[src/rtl/exe5.sv]
// exe5: registered operand selector/combiner.
// Three priority controls (a > b > c) choose between in1, in2, their XOR,
// the complement of in2, or zero; the choice is registered on out1 with a
// single cycle of latency. A synchronous active-low reset clears out1.
module exe5 #(
  parameter int WIDTH = 3
) (
  input  logic             clk,
  input  logic             rst_n,
  input  logic [WIDTH-1:0] in1,
  input  logic [WIDTH-1:0] in2,
  input  logic             a,
  input  logic             b,
  input  logic             c,
  output logic [WIDTH-1:0] out1
);

  logic [WIDTH-1:0] nxt;

  // Priority select of the next output value; a dominates b, b dominates c.
  always_comb begin
    // NOTE: assigning a default first guarantees every path drives nxt, so no latch is inferred.
    nxt = '0;
    if (a) begin
      // b and c are not examined here, so unknowns on them cannot leak into out1.
      nxt = in1;
    end else if (b) begin
      nxt = c ? in2 : (in1 ^ in2);
    end else if (c) begin
      nxt = ~in2;
    end
  end

  // Output register with synchronous active-low clear.
  always_ff @(posedge clk) begin
    // NOTE: non-blocking assignment keeps register updates order-independent across always_ff blocks.
    if (!rst_n) begin
      out1 <= '0;
    end else begin
      out1 <= nxt;
    end
  end

endmodule

[config.mk]
export PLATFORM = sky130hd
export DESIGN_NAME = exe5
export DESIGN_NICKNAME = d
export VERILOG_FILES = /design/src/rtl/exe5.sv
export SDC_FILE = /design/constraint.sdc
export NUM_CORES = 1
export LEC_CHECK = 0
export CAP_MARGIN = 20
export CORE_AREA = 5 5 42 44
export CTS_BUF_LIST = sky130_fd_sc_hd__clkbuf_4
export CTS_CLUSTER_DIAMETER = 30
export DETAILED_ROUTE_END_ITERATION = 8
export DIE_AREA = 0 0 47 49
export PLACE_DENSITY = 0.44
export SETUP_SLACK_MARGIN = 0.4
export SYNTH_ARGS = -nofsm -noshare
export SYNTH_HDL_FRONTEND = slang
export SYNTH_SLANG_ARGS = --single-unit
[constraint.sdc]
create_clock -name clk -period 1.2 [get_ports clk]
set_clock_uncertainty 0.1 [all_clocks]
set_input_delay 0.3 -clock clk [delete_from_list [all_inputs] [get_ports clk]]
set_output_delay 0.3 -clock clk [all_outputs]
set_load 0.02 [all_outputs]
==> results.md <==
- The run finished with clean final reports.
- The overall overflow remaining after global route is 0.
- In the routed design, unresolved DRC markers number 0.
- The shortest period the worst path allows is 1.06 ns.
- The clock tree from TritonCTS is yes.
- Summing all placed instances gives a cell area of 364 um^2.
- The share of power burned in the clock network is 0.446.
- The width of the die is 47 um.
- The initial utilization of the core area, before any placement, comes to 0.150.
- The via count of the first global-routing pass is 285.
- The placed cell count is 56.
- The highest attainable clock frequency is 0.942 GHz.
- Data on the critical path is required at its endpoint by 0.80 ns.
- The number of nets in the synthesized netlist is 37.
- For this design the total switching power over the nets is 0.000111 W.
- The data arrival time of the critical path is 0.66 ns.
- The design draws 0.000453 W.
- The cell with the largest stage delay on the worst path is sky130_fd_sc_hd__dfxtp_2.
- The leading cell type in the layout, fill and taps excluded is sky130_fd_sc_hd__buf_6.
- The count of mapped cells out of synthesis is 26.
- The cell type group with the largest total delay on the critical path is flip-flops.
- The H-tree depth is 1.
- The switching share of power is 0.246.
- The transition time at the pin with the least slew margin is 0.158 ns.
- Counting the buffers created by CTS gives 3.
- The maximum cell stage delay along the critical path is 0.31 ns.
- Routability-driven placement finished with a final weighted congestion of 0.769.
- The floorplan step defined a die boundary enclosing 2300 um^2.
- The maximum net fanout on the critical path is 1.
- The number of antenna diodes in the final layout is 0.
- The nature of the critical path startpoint is a flip-flop.
- Relative to the synthesized area, the layout overhead comes to 127%.
- The total internal power is 0.000342 W.
- Across the run, the number of max-cap violations was 0.
- The final setup violation count is 0.
- The first-pass GRT wire length is 1110 um.
- The power per unit of standard cell area is 950 nW/um^2.
- The clock net in this run drives a total of 3 sinks.
- The register with the most flip-flops is out1.
- The classification of the worst setup path is flip-flop to output port.
- The largest registers in the layout are out1 (3).
- The synthesized netlist occupies a cell area of 210 um^2.
- The number of warnings reported in the yosys synthesis log is 0.
- The core box area is 1400 um^2.
- The number of pins with negative max-slew slack in the final report came to 0.
- Measured along the y axis, the die boundary spans 49 um.
- Leaving out fill and tap cells, the most frequent cells in the layout are 7 x sky130_fd_sc_hd__buf_6, 4 x sky130_fd_sc_hd__o21ai_1, 4 x sky130_fd_sc_hd__clkbuf_4.
- VDD sags by at most 0.231 mV.
- The register with the most flip-flops in the layout has 3 of them.
- For this run, the detailed router's first-pass iteration total came to 2.
- Using the TritonRoute via totals, the vias-per-cell ratio works out to 4.44.
- After clock tree synthesis, the clock-pin slew on the worst setup and hold paths is 0.04 ns.
- After routing the design area is 477 um^2.
- The fraction of final layout cells sized beyond drive strength 1 is 0.578.
- After detailed routing, the average wire length per cell comes to 11.7 um.
- Setup repair after global routing could not meet its margin everywhere.
- The min-delay analysis places its worst path in the category primary input to flip-flop.
- The register area share after synthesis is 0.286.
- Counting flops and latches in the post-synthesis netlist gives 3.
- Once layout is complete, the cells apart from fillers number 61.
- The average footprint of a synthesized cell is 8.08 um^2.
- The count of different cell masters after synthesis is 14.
- The via total after detailed routing is 271.
- 14 I/O pins were placed.
- The static leakage power is 0.199 nW.
- Across every metal layer, demand over resource in global routing totals 0.0683.
- The signal on the critical path passes through buf_6.
- The count of nets left with antenna violations after detail routing is 0.
- STA classifies the critical path endpoint as an output port.
- The combined buffer and inverter count along the critical path is 1.
- The post-layout net count is 57.
- In this run the tool buffered the top-level ports with 13 buffer cells.
- Dividing the final minimum period by the clock period gives 0.884.
- The combinational power share is 0.304.
- In this run the deepest clock path goes through 2 buffers.
- The maximum number of pins on one net before global-route repair is 7.
- The max-slew headroom at the worst pin is 0.894.
- In this run the clock root is driven by a sky130_fd_sc_hd__clkbuf_4.
- The number of antenna violations at the first check in global routing is 0.
- The layout has 141 filler cells.
- For this block, the initial DRC count from the detailed router was 6.
- The number of placement rows is 14.
- The post-route setup TNS is 0 ns.
- The number of post-CTS setup repair buffers is 0.
- The count of endpoints failing hold in the final timing report came to 0.
- The final layout contains routed wiring with a total length of 714 um.
- Of the total power, registers draw 0.250.
-- timing repair --
action / in CTS / in global routing
endpoints found under the hold margin: 0 / 0
resized for setup: 67 / 8
cloned: 1 / 0
pin swaps: 8 / 5
endpoints found under the setup margin: 6 / 6
hold buffers: 0 / 0
-- cell families (layout without fill, tap and decap cells) --
family                 count (synthesis)  after routing  share of synthesized area
AND/OR/NAND/NOR                       10             10                      0.280
flip-flops                             3              3                      0.286
buffers and inverters                  2             21                     0.0714
XOR/XNOR                               2              2                     0.0833
AO/OA/AOI/OAI                          9              9                      0.280
-- power by group through the flow --
stage	Clock, W	Combinational [W]	Sequential, W
after detailed placement	0	0.000110	0.000112
after floorplan	0	0.0000357	0.000122
final	0.000202	0.000138	0.000113
after CTS	0.000209	0.000130	0.000113
after global placement	0	0.000108	0.000111
after global routing	0.000213	0.000146	0.000114
-- per-layer routing --
metal | global-route usage | routed length (um) | vias to the layer above
met5 | 0 | 0 | -
met2 | 0.113 | 388 | 9
met4 | 0.0553 | 25 | 0
met3 | 0.0221 | 54 | 4
li1 | - | - | 134
met1 | 0.0636 | 246 | 124
-- per-stage QoR --
| stage | worst slack [ns] | hold slack, ns | util |
|---|---|---|---|
| 2_1_floorplan | 0.235 | 0.309 | - |
| 3_3_place_gp | -0.321 | 0.826 | 0.260 |
| 3_5_place_dp | -0.344 | 0.848 | 0.260 |
| 4_1_cts | 0.131 | 0.240 | 0.324 |
| 5_1_grt | 0.126 | 0.234 | 0.340 |
| 6_report | 0.139 | 0.220 | 0.340 |
-- cell type report --
class	count	area (um^2)	area share
Inverter	1	3.75	0.00787
Sequential cell	3	63.8	0.134
Clock buffer	4	30.0	0.0630
Tap cell	16	20.0	0.0420
Timing Repair Buffer	16	179	0.375
Multi-Input combinational cell	21	180	0.378
-- synth_stat cells --
library cell                count  area, um^2
sky130_fd_sc_hd__o211ai_1       2        15.0
sky130_fd_sc_hd__nand2_1        3        11.3
sky130_fd_sc_hd__inv_1          1        3.75
sky130_fd_sc_hd__a31oi_1        1        6.26
sky130_fd_sc_hd__nor3_1         1        5.00
sky130_fd_sc_hd__o21ai_0        1        5.00
sky130_fd_sc_hd__a2bb2oi_1      2        17.5
sky130_fd_sc_hd__xnor2_1        2        17.5
sky130_fd_sc_hd__o21ai_1        3        15.0
sky130_fd_sc_hd__nor3b_1        4        30.0
sky130_fd_sc_hd__and3_1         1        6.26
sky130_fd_sc_hd__dfxtp_1        3        60.1
sky130_fd_sc_hd__buf_6          1        11.3
sky130_fd_sc_hd__nand2b_1       1        6.26
-- final timing paths --
kind / slack (ns) / to / cells past startpoint / start
min: 0.22 / out1[1] / 3 / in1[1]
max: 0.14 / out1[0] / 1 / out1[0]
Note: power is estimated with default switching activity, not from simulation.
